## src/rtl/grs_round_pipe.sv

```systemverilog
// Two-stage GRS rounding pipeline: capture truncated field plus guard/round/sticky, then apply the increment.
// Optional macro GRS_ROUND_PIPE_INEXACT_EN builds the inexact status register; otherwise out_inexact is 0.
module grs_round_pipe #(
  parameter int INPUT_WIDTH  = 28,
  parameter int OUTPUT_WIDTH = 24
) (
  input  logic                    clk,
  input  logic                    rst_n,
  input  logic                    in_valid,
  output logic                    in_ready,
  input  logic [INPUT_WIDTH-1:0]  in_value,
  input  logic                    in_sign,
  input  logic [2:0]              in_mode,
  output logic                    out_valid,
  input  logic                    out_ready,
  output logic [OUTPUT_WIDTH-1:0] out_value,
  output logic                    out_sign,
  output logic                    out_carry,
  output logic                    out_inexact
);
  localparam int SHIFT = INPUT_WIDTH - OUTPUT_WIDTH;
  localparam logic [2:0] RNE = 3'd0, RTZ = 3'd1, RPI = 3'd2, RNI = 3'd3, RNA = 3'd4;

  typedef struct packed {
    logic [OUTPUT_WIDTH-1:0] t;
    logic                    g;
    logic                    r;
    logic                    s;
    logic                    sign;
    logic [2:0]              mode;
  } s1_t;

  logic [OUTPUT_WIDTH-1:0] t_in;
  logic g_in, r_in, s_in;

  generate
    if (SHIFT >= 1) begin : g_narrow
      assign t_in = in_value[INPUT_WIDTH-1:SHIFT];
      assign g_in = in_value[SHIFT-1];
      if (SHIFT >= 2) begin : g_r
        assign r_in = in_value[SHIFT-2];
      end else begin : g_nr
        assign r_in = 1'b0;
      end
      if (SHIFT >= 3) begin : g_s
        assign s_in = |in_value[SHIFT-3:0];
      end else begin : g_ns
        assign s_in = 1'b0;
      end
    end else if (SHIFT == 0) begin : g_same
      assign t_in = in_value;
      assign g_in = 1'b0;
      assign r_in = 1'b0;
      assign s_in = 1'b0;
    end else begin : g_wide
      // Widening is exact: zero-fill below the input.
      assign t_in = {in_value, {(-SHIFT){1'b0}}};
      assign g_in = 1'b0;
      assign r_in = 1'b0;
      assign s_in = 1'b0;
    end
  endgenerate

  logic s1_valid, s1_load, s2_load;
  s1_t  s1;

  assign s2_load  = !out_valid | out_ready;
  assign s1_load  = !s1_valid | s2_load;
  assign in_ready = s1_load;

  always_ff @(posedge clk or negedge rst_n) begin
    if (!rst_n) begin
      s1_valid <= 1'b0;
      s1       <= '0;
    end else if (s1_load) begin
      s1_valid <= in_valid;
      if (in_valid) s1 <= '{t: t_in, g: g_in, r: r_in, s: s_in, sign: in_sign, mode: in_mode};
    end
  end

  logic                  x, inc;
  logic [OUTPUT_WIDTH:0] sum;

  assign x = s1.g | s1.r | s1.s;

  always_comb begin
    inc = 1'b0;
    case (s1.mode)
      RNE:     inc = s1.g & (s1.r | s1.s | s1.t[0]);
      RTZ:     inc = 1'b0;
      RPI:     inc = !s1.sign & x;
      RNI:     inc = s1.sign & x;
      RNA:     inc = s1.g;
      default: inc = 1'b0;
    endcase
  end

  assign sum = {1'b0, s1.t} + {{OUTPUT_WIDTH{1'b0}}, inc};

  always_ff @(posedge clk or negedge rst_n) begin
    if (!rst_n) begin
      out_valid <= 1'b0;
      out_value <= '0;
      out_sign  <= 1'b0;
      out_carry <= 1'b0;
    end else if (s2_load) begin
      out_valid <= s1_valid;
      if (s1_valid) begin
        out_value <= sum[OUTPUT_WIDTH-1:0];
        out_carry <= sum[OUTPUT_WIDTH];
        out_sign  <= s1.sign;
      end
    end
  end

`ifdef GRS_ROUND_PIPE_INEXACT_EN
  always_ff @(posedge clk or negedge rst_n) begin
    if (!rst_n)                    out_inexact <= 1'b0;
    else if (s2_load && s1_valid)  out_inexact <= x;
  end
`else
  assign out_inexact = 1'b0;
`endif

endmodule

```

## config.mk

```make
export PLATFORM = sky130hd
export DESIGN_NAME = grs_round_pipe
export DESIGN_NICKNAME = d
export VERILOG_FILES = /design/src/rtl/grs_round_pipe.sv
export SDC_FILE = /design/constraint.sdc
export NUM_CORES = 1
export LEC_CHECK = 0
export BUFFER_PORTS_ARGS = -buffer_cell sky130_fd_sc_hd__buf_2
export CAP_MARGIN = 25
export CORE_MARGIN = 1
export CORE_UTILIZATION = 30
export CTS_BUF_LIST = sky130_fd_sc_hd__clkbuf_16
export DETAILED_ROUTE_END_ITERATION = 10
export GPL_TIMING_DRIVEN = 1
export PLACE_DENSITY = 0.54
export RECOVER_POWER = 100
export SYNTH_ARGS = -nofsm -noshare
export SYNTH_HDL_FRONTEND = slang
export SYNTH_SLANG_ARGS = --single-unit
```

## constraint.sdc

```tcl
create_clock -name clk -period 2.71 [get_ports clk]
set_input_delay 0.1355 -clock clk [delete_from_list [all_inputs] [get_ports clk]]
set_output_delay 0.1355 -clock clk [all_outputs]
set_load 0.05 [all_outputs]
```

==> results of run 1 <==
==> registers in the layout, indices dropped and copies added (netlist names) <==
name and cells:
out_carry 1, out_value 24, s1 31, out_sign 1, s1_valid 1, out_valid 1
==> cell type report <==
class	instances	area, sq um	area share
clock inverter	7	60.1	0.0174
inverter	2	7.51	0.00217
multi-input combinational	172	1200	0.346
timing repair buffer	74	357	0.103
tap	108	135	0.0391
sequential	59	1480	0.427
clock buffer	9	225	0.0651
==> worst paths after layout <==
| check | endpoint | slack (ns) |
|---|---|---|
| setup / recovery | out_value[23] | 0.13 |
| setup reg to reg | out_value[23] | 0.13 |
| hold reg to reg | out_value[8] | 0.47 |
| hold / removal | s1_valid | 0.03 |
| max in group asynchronous | out_value[12] | 0.58 |
| min in group asynchronous | s1[3] | 0.87 |
==> critical path, delay by kind of cell, from the launching register on <==
kind	cells	cell delay [ns]
adders and majority gates	1	0.23
buffers and inverters	1	0.12
DFF	1	0.38
AOI/OAI and AO/OA	2	0.25
and+or+nand+nor	6	1.53
==> Yosys cell counts (3+ instances only) <==
cell type	n
sky130_fd_sc_hd__a31oi_1	8
sky130_fd_sc_hd__buf_1	4
sky130_fd_sc_hd__clkbuf_1	3
sky130_fd_sc_hd__dfrtp_1	59
sky130_fd_sc_hd__mux2_2	30
sky130_fd_sc_hd__nand2_1	36
sky130_fd_sc_hd__nand2b_1	4
sky130_fd_sc_hd__nand3_1	6
sky130_fd_sc_hd__nand4_1	5
sky130_fd_sc_hd__nor2_1	12
sky130_fd_sc_hd__nor3_1	4
sky130_fd_sc_hd__nor4_1	4
sky130_fd_sc_hd__o21ai_0	18
sky130_fd_sc_hd__o31ai_1	5
sky130_fd_sc_hd__or3_1	4
sky130_fd_sc_hd__or4_1	5
sky130_fd_sc_hd__xnor2_1	9
sky130_fd_sc_hd__xor2_1	5
==> routing by layer <==
layer / up-vias / GRT usage
met5: - / 0
met4: 0 / 0.0689
met3: 4 / 0.0295
met2: 46 / 0.212
met1: 967 / 0.182
li1: 1030 / -
==> kinds of logic after synthesis <==
logic type                 Yosys count
DFF                                 59
adders and majority gates            2
buffers and inverters               14
other                                1
and+or+nand+nor                     91
AOI/OAI and AO/OA                   33
muxes                               30
xor gates and xnor gates            14
==> stage by stage <==
stage / total power, mW / TNS, ns / cells
finish: 2.97 / 0 / 431
floorplan: 1.72 / 0 / 244
global route: 3.13 / -0.0549 / 431
CTS: 3.02 / 0 / 426
global placement: 1.92 / 0 / 409
detailed placement: 1.94 / 0 / 409
==> placed cells by master (no fill, tap or decap), types with 3 or more instances in the layout <==
cell type | synthesis | routed
sky130_fd_sc_hd__a31oi_1 | 8 | 8
sky130_fd_sc_hd__buf_2 | 1 | 34
sky130_fd_sc_hd__buf_4 | 1 | 7
sky130_fd_sc_hd__clkbuf_1 | 3 | 29
sky130_fd_sc_hd__clkbuf_16 | 0 | 9
sky130_fd_sc_hd__clkbuf_2 | 0 | 3
sky130_fd_sc_hd__clkinv_2 | 0 | 3
sky130_fd_sc_hd__dfrtp_1 | 59 | 59
sky130_fd_sc_hd__inv_1 | 2 | 3
sky130_fd_sc_hd__mux2_2 | 30 | 30
sky130_fd_sc_hd__nand2_1 | 36 | 36
sky130_fd_sc_hd__nand2b_1 | 4 | 4
sky130_fd_sc_hd__nand3_1 | 6 | 6
sky130_fd_sc_hd__nand4_1 | 5 | 5
sky130_fd_sc_hd__nor2_1 | 12 | 12
sky130_fd_sc_hd__nor3_1 | 4 | 4
sky130_fd_sc_hd__nor4_1 | 4 | 4
sky130_fd_sc_hd__o21ai_0 | 18 | 18
sky130_fd_sc_hd__o31ai_1 | 5 | 5
sky130_fd_sc_hd__or3_1 | 4 | 4
sky130_fd_sc_hd__or4_1 | 5 | 5
sky130_fd_sc_hd__xnor2_1 | 9 | 9
sky130_fd_sc_hd__xor2_1 | 5 | 5
==> power by group through the flow <==
stage / Sequential, mW / Combinational, mW / Clock, mW
floorplan: 1.47 / 0.249 / 0
global placement: 1.19 / 0.738 / 0
detailed placement: 1.19 / 0.745 / 0
CTS: 1.18 / 0.749 / 1.09
global route: 1.21 / 0.785 / 1.13
finish: 1.18 / 0.725 / 1.07
==> what timing repair did <==
item                                    4_1_cts  5_1_grt
setup buffers                                 0        4
endpoints found under the setup margin        0        4
hold buffers                                  1        0
endpoints found under the hold margin        33        0
gates resized for setup                       0        5
==> run metrics, run 1 <==
run status finished, violations left; violated checks capacitance limit, slew limit; mux contribution to synthesized area 0.124; synthesized area divided by synthesized cell count about 11 sq um; setup clock skew after layout 0.00778 ns; launch instance of the worst register-to-register path s1[7]; Tightest Pin Transition roughly 1.9 ns; CTS clk-pin slew, worst paths 0.05 ns; CP cell instances nor4_1, nor4b_1, a21oi_1, nor2_1, ha_2, buf_4, nand2_1, or3_4, or4_1, a31oi_1; synthesized instance count roughly 240; final worst-path setup slack 0.134 ns; main combinational cell family by area after synthesis simple AND/OR/NAND/NOR gates; final max-slew violation count 36; number of setup violations in the final report 0; Primary FF master, synth sky130_fd_sc_hd__dfrtp_1; antenna violations before repair 0; depth of the most critical reg-to-reg path 10; share of cells above drive strength 1 0.300; worst hold slack roughly 0.028 ns; Port Buffer Count 63; Critical Path End Type flop; slowest CP cell sky130_fd_sc_hd__or4_1; number of nets at the end of the flow about 360; Finished Cell Area around 3500 sq um; startpoint kind of the worst setup timing path flop; share of the synthesized area in the top cell type 0.543; Critical Setup Path Class flop to flop; final cell utilization of the core 0.394; total internal power slightly below 2 mW; adder-cell share of the synthesized area 0.00921; post-placement worst setup slack 0.0281 ns; total wire length 5990 um; dominant cell type by area after synthesis sky130_fd_sc_hd__dfrtp_1; Num CTS Buffers 9; simple-gate portion of the synthesized area 0.178; CTS HTree Levels 3; highest metal used met4; number of antenna diodes 0; total gr overflow 0; DR WL met3 195 um; share of flip-flops with an asynchronous set or reset 1.00; clock share of power 0.359; source-to-sink clock delay at the later pin of the worst-skew pair 0.32 ns; detail-routed via count per cell 4.75; CORE AREA a little under 9000 sq um; Hold Path Stages 2; total leakage power 1.43 nW; Power Dens Cells 860 nW/um^2; count of flip-flops with a built-in enable after synthesis 0; relative slew slack -0.255; P&R area growth vs syn 27.2%; Min-Delay Startpoint in_valid; total vias in the final route 2047; routability congestion estimate from global placement a little over 0.7; worst IR drop on VDD between 0.2 and 0.3 mV; max cap viols 1; critical path's largest stage delay 0.51 ns; number of endpoints with negative hold slack in the final report 0; number of standard-cell rows in the floorplan 34; worst min path class primary input to flop; boundary pin count 65; met2 WL 2830 um; die height 97.2 um; Psw 1.03 mW; Post-DRT Antenna Nets 0; Final Cycle Share 0.950; full die area 9440 sq um; netlist area before placement 2720 sq um; clock tree from TritonCTS yes; Combinational Power Share 0.244; YS warnings 0; top cells by area in the synthesized netlist sky130_fd_sc_hd__dfrtp_1, sky130_fd_sc_hd__mux2_2, sky130_fd_sc_hd__nand2_1; Synth Area in Compound Gates 0.0700; maximum number of pins on one net before global-route repair 36; Post-Syn Nets approximately 280; All-Layer GR Usage 0.138; maximum buffer depth of the clock tree 2; distinct cell type count after synthesis 37; M1 wire length 2890 um; starting density of the core 0.310; DP HPWL 4410 um; per-cell routed wire length 13.9 um; beginning of the critical path s1[7]; chip width 97.2 um; fraction of power spent switching nets 0.345; number of synthesized register bits 59; Remaining DRCs 0; number of search-and-repair iterations in the first detailed-routing pass 4; number of DRC violations after detailed-routing iteration 0 just over 100; required time reported for the critical path endpoint 2.95 ns; xor/xnor cell area share of the yosys netlist 0.0451; post-layout min period 2.58 ns; number of global-route vias before repair between 1.5k and 2k; fraction of the yosys area taken by sequential cells 0.543; peak clock frequency supported by timing 0.388 GHz; register share of total power 0.397; total cell area at the placement stage 3140 sq um; crit path DAT 2.82 ns; first-pass GRT wire length just over 10000 um; number of clock sinks seen by CTS 59; Filler cells 875; CP max FO 11; CTS root buffer sky130_fd_sc_hd__clkbuf_16
(Power assumes the default switching activity.)
==> run 2: changes to the inputs <==
- RECOVER_POWER: 100 -> default
==> run 2 against run 1 <==
The run now ends clean. Die area did not move. Worst hold slack got worse by 0.0027 ns. Maximum frequency barely moved. Routed wire length fell by 0.78%. Final area rose by 1.3%. Final cell count did not move. Sequential share of layout area fell by 0.53 points. Non-clock buffer count did not move.
==> run metrics, run 2 (synthesized netlist as in run 1, its figures left out) <==
All-Layer GR Usage 0.138 (unchanged); startpoint kind of the worst setup timing path flop; sequential cell area in the final layout 1480 sq um (unchanged); die height 97.2 um (unchanged); total gr overflow 0 (unchanged); share of cells above drive strength 1 0.390 (+0.0898); number of DRC violations after detailed-routing iteration 0 95 (-5.9%); detail-routed via count per cell 4.75 (unchanged); CTS clk-pin slew, worst paths 0.05 ns (about the same); first-pass GRT wire length 10100 um (unchanged); final max-slew violation count 0 (-100%); number of setup violations in the final report 0 (unchanged); Critical Setup Path Class flop to flop; relative slew slack 0.482 (+0.737); run status finished, final reports clean; P&R area growth vs syn 28.8%; CP max FO 11 (unchanged); dpl cells 409 (unchanged); highest-count cells in the layout ignoring fill and taps sky130_fd_sc_hd__buf_2, sky130_fd_sc_hd__dfrtp_1, sky130_fd_sc_hd__nand2_1, sky130_fd_sc_hd__mux2_2, sky130_fd_sc_hd__o21ai_0; worst min path class primary input to flop; Port Buffer Count 63 (unchanged); chip width 97.2 um (unchanged); peak clock frequency supported by timing 0.388 GHz (about the same); number of search-and-repair iterations in the first detailed-routing pass 4 (unchanged); flip-flop count of the largest register after layout 31 (unchanged); routability congestion estimate from global placement 0.720 (unchanged); Final Cycle Share 0.950 (about the same); clock tree from TritonCTS yes; number of antenna diodes 0 (unchanged); CTS HTree Levels 3 (unchanged); number of standard-cell rows in the floorplan 34 (unchanged); starting density of the core 0.310 (unchanged); DP HPWL 4410 um (unchanged); Reg with most FFs s1; number of endpoints with negative hold slack in the final report 0 (unchanged); total vias in the final route 2047 (unchanged); worst IR drop on VDD 0.297 mV (+0.44%); registers with the highest flip-flop counts s1 (31), out_value (24); required time reported for the critical path endpoint 2.95 ns (about the same); Power Dens Cells 856 nW/um^2 (-0.44%); power consumption 3.00 mW (+0.82%); Num CTS Buffers 9 (unchanged); total wire length 5940 um (-0.78%); max cap viols 0 (-1); total leakage power 1.52 nW (+6.0%); post-layout min period 2.58 ns (-0.000405 ns); area used by multi-input combinational logic 1200 sq um (unchanged); number of global-route vias before repair 1993 (unchanged); source-to-sink clock delay at the later pin of the worst-skew pair 0.32 ns (about the same); number of nets at the end of the flow 356 (unchanged); setup clock skew after layout 0.00771 ns (-0.0000727 ns); Tightest Pin Transition 0.777 ns (-1.11 ns); most common cell after layout, fill and taps aside sky130_fd_sc_hd__buf_2; full die area 9440 sq um (unchanged); CTS root buffer sky130_fd_sc_hd__clkbuf_16; Filler cells 872 (-0.34%); boundary pin count 65 (unchanged); Post-DRT Antenna Nets 0 (unchanged); number of clock sinks seen by CTS 59 (unchanged); Critical Path End Type flop; CORE AREA 8760 sq um (unchanged); crit path DAT 2.82 ns (about the same); maximum number of pins on one net before global-route repair 36 (unchanged); antenna violations before repair 0 (unchanged); per-cell routed wire length 13.8 um (-0.78%); Remaining DRCs 0 (unchanged); Final Instance Count excl. Fillers 431 (unchanged); maximum buffer depth of the clock tree 2 (unchanged)
==> run 2: cell count changes in the layout (fill, tap and decap cells not counted) <==
cell	previous run	this run
sky130_fd_sc_hd__buf_4	7	10
sky130_fd_sc_hd__clkbuf_2	3	0
sky130_fd_sc_hd__buf_2	34	63
sky130_fd_sc_hd__clkbuf_1	29	0
==> run 2: layer usage <==
metal | global-route usage | part of all wire | vias up
li1 | - | - | 1029
met3 | 0.0295 | 0.035 | 4
met5 | 0 | 0 | -
met4 | 0.0689 | 0.013 | 0
met2 | 0.212 | 0.47 | 48
met1 | 0.182 | 0.48 | 966
==> run 2: layout make-up <==
class                   instances  share of cell area
repair buffers                 74               0.114
flip-flops and latches         59               0.422
clock buffers                   9              0.0643
multi-input cells             172               0.342
inverters                       2             0.00214
clock inverters                 7              0.0172
well taps                     108              0.0386
==> run 2: worst paths after layout <==
check	cells past startpoint	start	slack [ns]	end
max	10	s1[7]	0.13	out_value[23]
min	2	in_valid	0.03	s1_valid
max reg2reg	10	s1[7]	0.13	out_value[23]
min reg2reg	2	out_value[8]	0.47	out_value[8]
max in group asynchronous	3	rst_n	1.57	out_value[12]
min in group asynchronous	2	rst_n	0.44	s1[3]
==> run 2: repair_timing <==
| action | 4_1_cts | 5_1_grt |
|---|---|---|
| hold endpoints to repair | 33 | 0 |
| buffers inserted | 0 | 4 |
| setup endpoints to repair | 0 | 4 |
| hold buffers | 1 | 0 |
| gates resized for setup | 0 | 5 |
==> run 2: critical path, stage by stage (launching register included) <==
cell                      delay, ns
sky130_fd_sc_hd__dfrtp_1       0.38
sky130_fd_sc_hd__nor4_1        0.06
sky130_fd_sc_hd__nor4b_1       0.29
sky130_fd_sc_hd__a21oi_1       0.07
sky130_fd_sc_hd__nor2_1        0.12
sky130_fd_sc_hd__ha_2          0.23
sky130_fd_sc_hd__buf_4         0.12
sky130_fd_sc_hd__nand2_1       0.12
sky130_fd_sc_hd__or3_4         0.43
sky130_fd_sc_hd__or4_1         0.51
sky130_fd_sc_hd__a31oi_1       0.18
==> run 2: through the flow <==
step	hold WS, ns	instance area, sq um	setup WS [ns]	util	setup TNS [ns]
5_1_grt	0.0387	3500	-0.0203	0.399	-0.0549
2_1_floorplan	-0.160	2720	0.129	-	0
3_3_place_gp	0.267	3140	0.107	0.359	0
4_1_cts	0.0156	3440	0.00278	0.392	0
6_report	0.0256	3500	0.135	0.399	0
3_5_place_dp	0.270	3140	0.0281	0.359	0
==> run 2: report_power, final <==
| group | switching, mW | internal [mW] |
|---|---|---|
| clock | 0.371 | 0.697 |
| combinational | 0.515 | 0.236 |
| sequential | 0.138 | 1.04 |
